===== src/rtl/cla_carry_sequencer.sv =====
// Multi-cycle group carry-lookahead: resolves GROUP carries per clock for a WIDTH-bit PFA row.
// Optional overflow flag V built only when CLA_CARRY_SEQUENCER_OVF_EN is defined.
module cla_carry_sequencer #(
    parameter int WIDTH = 16,
    parameter int GROUP = 4
) (
    input  logic             CLK,
    input  logic             RST,
    input  logic             START,
    input  logic [WIDTH-1:0] P,
    input  logic [WIDTH-1:0] G,
    input  logic             Cin,
    output logic [WIDTH:0]   C,
    output logic             Cout,
    output logic             BUSY,
    output logic             DONE,
    output logic             V
);

    localparam int NG = WIDTH / GROUP;
    localparam int CW = (NG > 1) ? $clog2(NG) : 1;

    if ((WIDTH % GROUP) != 0 || GROUP < 1) begin : g_bad_group
        $error("cla_carry_sequencer: WIDTH must be an integer multiple of GROUP");
    end

    typedef enum logic [1:0] {S_IDLE, S_RUN, S_FIN} state_t;

    state_t           state_q;
    logic [WIDTH-1:0] p_q, g_q;
    logic             gc_q;
    logic [CW-1:0]    cnt_q;
    logic [WIDTH:0]   c_q;
    logic             busy_q, done_q;

    logic [GROUP-1:0] grp_p, grp_g, grp_c;
    logic [WIDTH:0]   c_d;
    logic             last_grp;

    assign last_grp = (cnt_q == CW'(NG - 1));

    always_comb begin
        logic t, acc;
        grp_p = '0;
        grp_g = '0;
        for (int k = 0; k < NG; k++)
            if (cnt_q == CW'(k)) begin
                grp_p = p_q[k*GROUP +: GROUP];
                grp_g = g_q[k*GROUP +: GROUP];
            end
        // Flattened sum-of-products per carry, so each bit is two logic levels from gc.
        for (int i = 0; i < GROUP; i++) begin
            acc = 1'b0;
            for (int k = 0; k <= i; k++) begin
                t = grp_g[k];
                for (int m = k + 1; m <= i; m++) t = t & grp_p[m];
                acc = acc | t;
            end
            t = gc_q;
            for (int m = 0; m <= i; m++) t = t & grp_p[m];
            grp_c[i] = acc | t;
        end
        c_d = c_q;
        for (int k = 0; k < NG; k++)
            if (cnt_q == CW'(k)) c_d[k*GROUP+1 +: GROUP] = grp_c;
    end

`ifdef CLA_CARRY_SEQUENCER_OVF_EN
    logic v_q;
    assign V = v_q;
`else
    assign V = 1'b0;
`endif

    always_ff @(posedge CLK or posedge RST) begin
        if (RST) begin
            state_q <= S_IDLE;
            p_q     <= '0;
            g_q     <= '0;
            gc_q    <= 1'b0;
            cnt_q   <= '0;
            c_q     <= '0;
            busy_q  <= 1'b0;
            done_q  <= 1'b0;
`ifdef CLA_CARRY_SEQUENCER_OVF_EN
            v_q     <= 1'b0;
`endif
        end else begin
            case (state_q)
                S_IDLE: if (START) begin
                    p_q     <= P;
                    g_q     <= G;
                    gc_q    <= Cin;
                    c_q     <= {{WIDTH{1'b0}}, Cin};
                    cnt_q   <= '0;
                    busy_q  <= 1'b1;
`ifdef CLA_CARRY_SEQUENCER_OVF_EN
                    v_q     <= 1'b0;
`endif
                    state_q <= S_RUN;
                end
                S_RUN: begin
                    c_q   <= c_d;
                    gc_q  <= grp_c[GROUP-1];
                    cnt_q <= cnt_q + CW'(1);
                    if (last_grp) begin
                        done_q  <= 1'b1;
`ifdef CLA_CARRY_SEQUENCER_OVF_EN
                        v_q     <= c_d[WIDTH] ^ c_d[WIDTH-1];
`endif
                        state_q <= S_FIN;
                    end
                end
                S_FIN: begin
                    done_q  <= 1'b0;
                    busy_q  <= 1'b0;
                    state_q <= S_IDLE;
                end
                default: state_q <= S_IDLE;
            endcase
        end
    end

    assign C    = c_q;
    assign Cout = c_q[WIDTH];
    assign BUSY = busy_q;
    assign DONE = done_q;

endmodule


===== config.mk =====
export PLATFORM = sky130hd
export DESIGN_NAME = cla_carry_sequencer
export DESIGN_NICKNAME = d
export VERILOG_FILES = /design/src/rtl/cla_carry_sequencer.sv
export SDC_FILE = /design/constraint.sdc
export NUM_CORES = 1
export LEC_CHECK = 0
export CORE_MARGIN = 2
export CORE_UTILIZATION = 54
export DETAILED_ROUTE_END_ITERATION = 6
export PLACE_DENSITY = 0.95
export SKIP_CTS_REPAIR_TIMING = 1
export SYNTH_ARGS = -nofsm -noshare
export SYNTH_HDL_FRONTEND = slang
export SYNTH_SLANG_ARGS = --single-unit

===== constraint.sdc =====
create_clock -name CLK -period 4.74 [get_ports CLK]
set_input_delay 0.711 -clock CLK [delete_from_list [all_inputs] [get_ports CLK]]
set_output_delay 0.711 -clock CLK [all_outputs]
set_load 0.1 [all_outputs]

Word level (Yosys, flattened, before mapping)
Index checks and enable logic that the tools add are counted.
{ "classes": {"addsub": 1, "n_eq_ne": 10, "muxes": 25, "bitwise_logic": 21, "reduce_logical": 15} }
{ "op_table": {"columns": ["op", "count"], "rows": [
  ["4-bit two-way mux", 12],
  ["17-bit one-hot mux with 2 select lines", 1],
  ["17-bit two-way mux", 1],
  ["3-bit AND reduction", 5],
  ["1-bit bitwise AND", 10],
  ["2-bit != test (second input constant)", 5],
  ["1-bit bitwise OR", 10],
  ["2-bit AND reduction", 5],
  ["2-bit one-hot mux with 2 select lines", 2],
  ["2-bit == test (second input constant)", 3],
  ["2-bit two-way mux", 3],
  ["1-bit one-hot mux with 2 select lines", 3],
  ["2-bit nonzero test", 3],
  ["2-bit by 1-bit == test with 1-bit output (second input constant)", 2],
  ["2-bit zero test", 2],
  ["1-bit two-way mux", 3],
  ["2-bit by 1-bit adder with 2-bit output (second input constant)", 1],
  ["1-bit NOT", 1]
]} }
{ "totals": {"register_bits": 56, "in_bits": 36, "out_inout_bits": 21} }

Depth between registers and ports, before layout
Gate-level depths: netlist (run 1).
{ "depth": {"depth_word": 14, "ltp_mapped": 9, "mapped_depth_nobuf": 8} }

Least setup slack after synthesis (run 1)
Ideal clock, no wire load.
{ "synth_path": {"kind": "reg2reg", "from": "register cnt_q[0]", "to": "register c_q[12], in the netlist C[12]", "arrival_ps": 2060, "required_time_ps": 4614, "setup_slack_ps": 2554, "path_stages_with_launch": 9, "path_cell_list": "dfrtp_1 -> ha_1 -> buf_6 -> or2_4 -> a221o_1 -> a32o_2 -> a31oi_2 -> a22oi_2 -> mux2_2"} }
{ "synth_via": {"elab_chain_len": 14, "elab_cells_between_ends": 30} }
{ "synth_rtl": {"columns": ["element", "line_no", "text"], "rows": [
  ["start: declaration", "32", "logic [CW-1:0] cnt_q;"],
  ["start signal: assignment", "105", "cnt_q <= cnt_q + CW'(1);"],
  ["2-bit zero test", "47", "if (cnt_q == CW'(k)) begin"],
  ["4-bit two-way mux (4 in a row)", "47", null],
  ["1-bit bitwise AND (3 in a row)", "56", "for (int m = k + 1; m <= i; m++) t = t & grp_p[m];"],
  ["1-bit bitwise OR (3 in a row)", "57", "acc = acc | t;"],
  ["1-bit bitwise OR", "61", "grp_c[i] = acc | t;"],
  ["4-bit two-way mux", "65", "if (cnt_q == CW'(k)) c_d[k*GROUP+1 +: GROUP] = grp_c;"],
  ["17-bit one-hot mux with 2 select lines", "89", "case (state_q)"],
  ["end signal: assignment", "94", "c_q <= {{WIDTH{1'b0}}, Cin};"],
  ["end: declaration", "33", "logic [WIDTH:0] c_q;"]
]} }
Parallel ways exist; a longest one is shown, timed or not. The select of a mux whose other input is x is not followed.
A chain may end at the register's enable or synchronous reset.

Worst setup path in the final report (run 1)
{ "layout_path": {"from": "register cnt_q[1]", "to": "register gc_q"} }
{ "layout_via": {"elab_chain_len": 13, "elab_cells_between_ends": 27} }
{ "layout_rtl": {"columns": ["element", "line_no", "text"], "rows": [
  ["2-bit zero test", "47", null],
  ["4-bit two-way mux (4 in a row)", "47", null],
  ["1-bit bitwise AND (3 in a row)", "56", null],
  ["1-bit bitwise OR (3 in a row)", "57", null],
  ["1-bit bitwise OR (*)", "61", null],
  ["1-bit one-hot mux with 2 select lines (*)", "89", null],
  ["end signal: assignment", "93", "gc_q <= Cin;"],
  ["end signal: assignment", "104", "gc_q <= grp_c[GROUP-1];"],
  ["end: declaration", "31", "logic gc_q;"]
]} }
Every way passes the cells marked *; elsewhere a longest branch is shown, timed or not.

==> flow_summary_export.csv, run 1 <==
group,metric,value,unit
floorplanning,ios,57,
sta,worst_pin_slew,1120,ps
setup_path,critical_path_arrival,2860,ps
min_path,hold_depth,2,
clocking,cts_root_buffer,"clkbuf_8",
sta,relSlewSlack,25.4,%
yosys,async_reset_ff_share,100,%
floorplanning,die_w,72.4,um
yosys,syn_inst,213,
yosys,synth_top_family_by_area,"multiplexers",
drt,drcViolationCount,0,
clocking,cts.reportedPaths.clkPinSlew,90,ps
yosys,synthAdderAreaFrac,1.98,%
finish,syn_to_final_growth,25.4,%
run,drv_cap,0,
yosys,synth-simple-area-share,8.97,%
sta,rsz0062_at_grt,"no",
min_path,hold_class,"flop to flop",
yosys,yosysMostFrequentCell,"dfrtp_1",
yosys,synth_top_cell_by_area,"dfrtp_1",
drt,drtAntennaViolNets,0,
finish,nets,304,
sta,hold_viol,0,
sta,setup_viol,0,
yosys,yosys-top-cells-area,"dfrtp_1 (56%), mux2_2 (11%), mux2_1 (4.5%)",
clocking,numCtsBuffers,5,
sta,drv_slew,0,
yosys,synth_seq_cells,56,
grt,grt_pass1_vias,1872,
yosys,syn_avg_cell_area,11.9,um2
drt,totalWireLength,5.00,mm
setup_path,cp-end-kind,"flop",
setup_path,r2r_cells,8,
drt,drtPass1Iterations,4,
yosys,ys_seq_area_share,55.5,%
sta,fin_crit_sh,56.3,%
floorplanning,rows,24,
yosys,synth-compound-area-share,13.9,%
yosys,ys_warn_count,0,
yosys,synthFlopType,"dfrtp_1",
setup_path,critPathRequiredTime,4930,ps
grt,grt_overflow,0,
yosys,synth_xor_xnor_area_share,0,%
drt,wire_per_inst,15.8,um
sta,fmax,375,MHz
placement,portBuffers,55,
setup_path,crit_type,"flop to flop",
clocking,cts_tree,"done",
placement,gp_congestion,0.823,
grt,grt_max_degree,57,
yosys,yosysUniqueCellTypes,40,
yosys,synth_area,0.00252,mm2
clocking,cts_buffer_depth,2,
grt,antenna_found_initial,0,
finish,antenna_cells,0,
clocking,clock_latency,300,ps
floorplanning,dieArea,0.00524,mm2
drt,viasPerCell,5.66,
floorplanning,die_height,72.4,um
finish,layout-drive-gt1-share,14.4,%
setup_path,critPathMaxFanout,13,
yosys,syn_nets,253,
grt,grt_pass1_wl,8.74,mm
clocking,ctsHtreeMaxLevel,2,
sta,skew,6.27,ps
sta,tns,0,ps
drt,via_count,1788,
drt,drt_iter0_markers,164,
setup_path,setup.worst_path.start_class,"flop",
yosys,synth_edf_count,0,
yosys,muxShareOfSynthArea,15.6,%
yosys,synthTopCellsByCount,"dfrtp_1 (56), mux2_2 (24), nand2_1 (20), o21ai_0 (15)",
grt,grt_usage,21.7,%
yosys,synth_top_area_share,55.5,%
clocking,clock-sinks,56,
floorplanning,core_area,0.00444,mm2
status,run_status,"complete, no violations",
floorplanning,start_util,56.8,%
placement,dp_hpwl,3.67,mm
sta,period_minus_slack,2670,ps
worst max-delay path, stage by stage (launching register included):
cell and delay [ps]:
dfrtp_1 430, inv_1 100, ha_1 460, nor2b_1 230, a221o_1 360, a32o_2 290
a31oi_2 220, a22oi_2 170, a221o_1 290
flip-flops by register name, summed over array words and instances, names as in the netlist:
name     count
C           17
g_q         16
p_q         16
cnt_q        2
state_q      2
BUSY         1
DONE         1
gc_q         1
per-layer routing:
metal,up-vias,global-route usage [%],wire length [um]
met4,0,7.61,69
li1,845,-,-
met5,-,0,0
met1,882,28.3,2170
met3,5,5.14,235
met2,56,35.8,2530
path summary, 6_finish.rpt:
path	slack (ps)	start	to
setup / recovery	2070	cnt_q[1]	gc_q
hold / removal	490	C[5]	C[5]
setup reg to reg	2070	cnt_q[1]	gc_q
hold reg to reg	490	C[5]	C[5]
max in group asynchronous	3050	RST	g_q[12]
min in group asynchronous	990	RST	p_q[10]
stage by stage:
stage / util, % / cells / area [um2] / hold WS (ps) / worst slack, ps
final: 71.3 / 316 / 3170 / 489 / 2070
after global routing: 71.3 / 316 / 3170 / 509 / 1890
after CTS: 71.3 / 316 / 3170 / 492 / 2080
after detailed placement: 69.5 / 309 / 3090 / 471 / 1790
after global placement: 69.5 / 309 / 3090 / 463 / 1870
after floorplan: - / 213 / 2520 / 458 / 2550
logic make-up (layout without fill, tap and decap cells):
| group | Yosys count | after routing |
|---|---|---|
| flops | 56 | 56 |
| simple gates | 46 | 46 |
| buf+inv | 22 | 73 |
| fa+ha+maj | 4 | 4 |
| mux | 35 | 35 |
| other cells | 1 | 1 |
| compound gates | 49 | 49 |
cell type report:
type                    count  area, um2
well taps                  52       65.1
multi-input cells         135       1030
flip-flops and latches     56       1400
repair buffers             56        558
inverters                  10       37.5
fillers                   314       1280
clock inverters             1       5.00
clock buffers               6       72.6
cell usage in the layout (no fill, tap or decap), types with 4 or more instances in the layout:
cell and count:
a21o_1 5, nor2b_1 5, dfrtp_1 56, inv_1 9
o21ai_0 15, nor3b_1 5, a21oi_1 4, clkdlybuf4s50_1 55
clkbuf_8 5, nand2b_1 4, nand2_1 20, mux2_2 24
mux2_1 10, nor2_1 7, ha_1 4
Power of run 1 is not shown: default switching activity piles up to over one toggle a cycle in this logic, so the estimate is an artifact.
==> inputs of run 2 (changes only) <==
--- a/config.mk
+++ b/config.mk
@@ -6,9 +6,9 @@
 export NUM_CORES = 1
 export LEC_CHECK = 0
 export CORE_MARGIN = 2
-export CORE_UTILIZATION = 54
+export CORE_UTILIZATION = 50
 export DETAILED_ROUTE_END_ITERATION = 6
-export PLACE_DENSITY = 0.95
+export PLACE_DENSITY = 0.89
 export SKIP_CTS_REPAIR_TIMING = 1
 export SYNTH_ARGS = -nofsm -noshare
 export SYNTH_HDL_FRONTEND = slang
==> constraint.sdc (replaced) <==
create_clock -name CLK -period 2.5 [get_ports CLK]
set_input_delay 0.375 -clock CLK [delete_from_list [all_inputs] [get_ports CLK]]
set_output_delay 0.375 -clock CLK [all_outputs]
set_load 0.1 [all_outputs]
==> run 2 against run 1 <==
Against the previous run: clock skew up 3.5 ps; non-clock buffer count up 7; critical endpoint is now C[8]; worst hold slack worse by 51 ps.
==> flow_summary_export.csv, run 2 (synthesis results as in run 1) <==
group,metric,value,unit
sta,worst_pin_slew,590,ps
sta,rsz0062_at_grt,"no",
clocking,cts_tree,"done",
floorplanning,rows,25,
clocking,clock_latency,320,ps
placement,dp_hpwl,3.96,mm
grt,grt_max_degree,31,
finish,final_cell_mix,"dfrtp_1 (56), clkdlybuf4s50_1 (35), buf_4 (27)",
status,run_status,"complete, no violations",
sta,hold_viol,0,
placement,portBuffers,55,
setup_path,worst_path_max_delay_cell,"dfrtp_1",
floorplanning,ios,57,
sta,drv_slew,0,
setup_path,critPathRequiredTime,2710,ps
sta,tns,0,ps
finish,antenna_cells,0,
drt,wire_per_inst,15.8,um
min_path,hold_class,"primary input to asynchronous set/reset pin",
setup_path,path_depth,8,
grt,antenna_found_initial,0,
setup_path,regToRegSetupSlack,120,ps
grt,grt_usage,21.0,%
setup_path,cp-end-kind,"flop",
sta,fin_crit_sh,95.2,%
finish,final_common_cell,"dfrtp_1",
clocking,cts_buffer_depth,2,
grt,grt_overflow,0,
clocking,cts_root_buffer,"clkbuf_8",
clocking,numCtsBuffers,5,
setup_path,critPathMaxFanout,6,
setup_path,crit_chain,"inv_1, ha_1, nor2b_2, a221o_1, a32o_2, a31oi_2, a22oi_2, mux2_2",
drt,totalWireLength,5.36,mm
drt,drtPass1Iterations,4,
finish,largest_register_ffs,17,
clocking,clock-sinks,56,
floorplanning,start_util,52.8,%
grt,grt_pass1_wl,8.81,mm
setup_path,reg2reg_from,"cnt_q[0]",
sta,relSlewSlack,60.6,%
floorplanning,die_w,75.1,um
floorplanning,core_area,0.00479,mm2
sta,setup_viol,0,
placement,dpl_cell_area,0.00312,mm2
clocking,ctsHtreeMaxLevel,2,
setup_path,crit_type,"flop to flop",
drt,drcViolationCount,0,
placement,gp_congestion,0.964,
run,drv_cap,0,
finish,layout-drive-gt1-share,25.7,%
sta,period_minus_slack,2380,ps
setup_path,crit_family,"compound AO/OA/AOI/OAI gates",
drt,drt_iter0_markers,108,
drt,via_count,1855,
setup_path,cp_num_buf_inv,1,
sta,skew,9.77,ps
drt,drtAntennaViolNets,0,
floorplanning,dieArea,0.00563,mm2
floorplanning,die_height,75.1,um
setup_path,critical_path_arrival,2590,ps
setup_path,r2r_cells,8,
finish,design_area,0.00323,mm2
drt,viasPerCell,5.47,
setup_path,cp_slowest_stage_delay,410,ps
clocking,cts.reportedPaths.clkPinSlew,100,ps
setup_path,r2r-end,"C[8]",
setup_path,setup.worst_path.start_class,"flop",
finish,nets,311,
grt,grt_pass1_vias,1798,
sta,fmax,420,MHz
finish,syn_to_final_growth,27.9,%
[run 2: layout make-up]
cell class	instances	area, um2
clock buffers	6	82.6
clock inverters	2	15.0
fillers	363	1560
inverters	10	37.5
multi-input cells	135	1040
flip-flops and latches	56	1400
well taps	67	83.8
repair buffers	63	573
[run 2: through the flow]
stage	setup slack [ps]	hold slack (ps)	utilization [%]	instances
3_5_place_dp	101	472	65.1	330
5_1_grt	36.2	505	67.5	339
2_1_floorplan	314	458	-	213
6_report	120	438	67.5	339
3_3_place_gp	247	467	65.1	330
4_1_cts	81.2	467	67.1	338
[run 2: metal layers]
layer	share of wire, %	GRT usage [%]	wire, um
met1	44	28.7	2350
met2	49	33.7	2610
met3	6.1	4.55	325
met4	1.4	6.94	73
met5	0	0	0
[run 2: worst max-delay path by stage]
stage | startpoint | end | slack (ps)
after floorplan | cnt_q[0] | C[12] | 310
after global placement | cnt_q[1] | C[8] | 250
after detailed placement | cnt_q[1] | gc_q | 100
after CTS | cnt_q[1] | C[8] | 80
after global routing | cnt_q[0] | gc_q | 40
final | cnt_q[0] | C[8] | 120
[run 2: worst reg2reg max path, stage by stage (launching register included)]
cell,delay [ps]
dfrtp_1,410
inv_1,90
ha_1,260
nor2b_2,220
a221o_1,330
a32o_2,290
a31oi_2,230
a22oi_2,170
mux2_2,290
Power of run 2 is left out for the same reason.
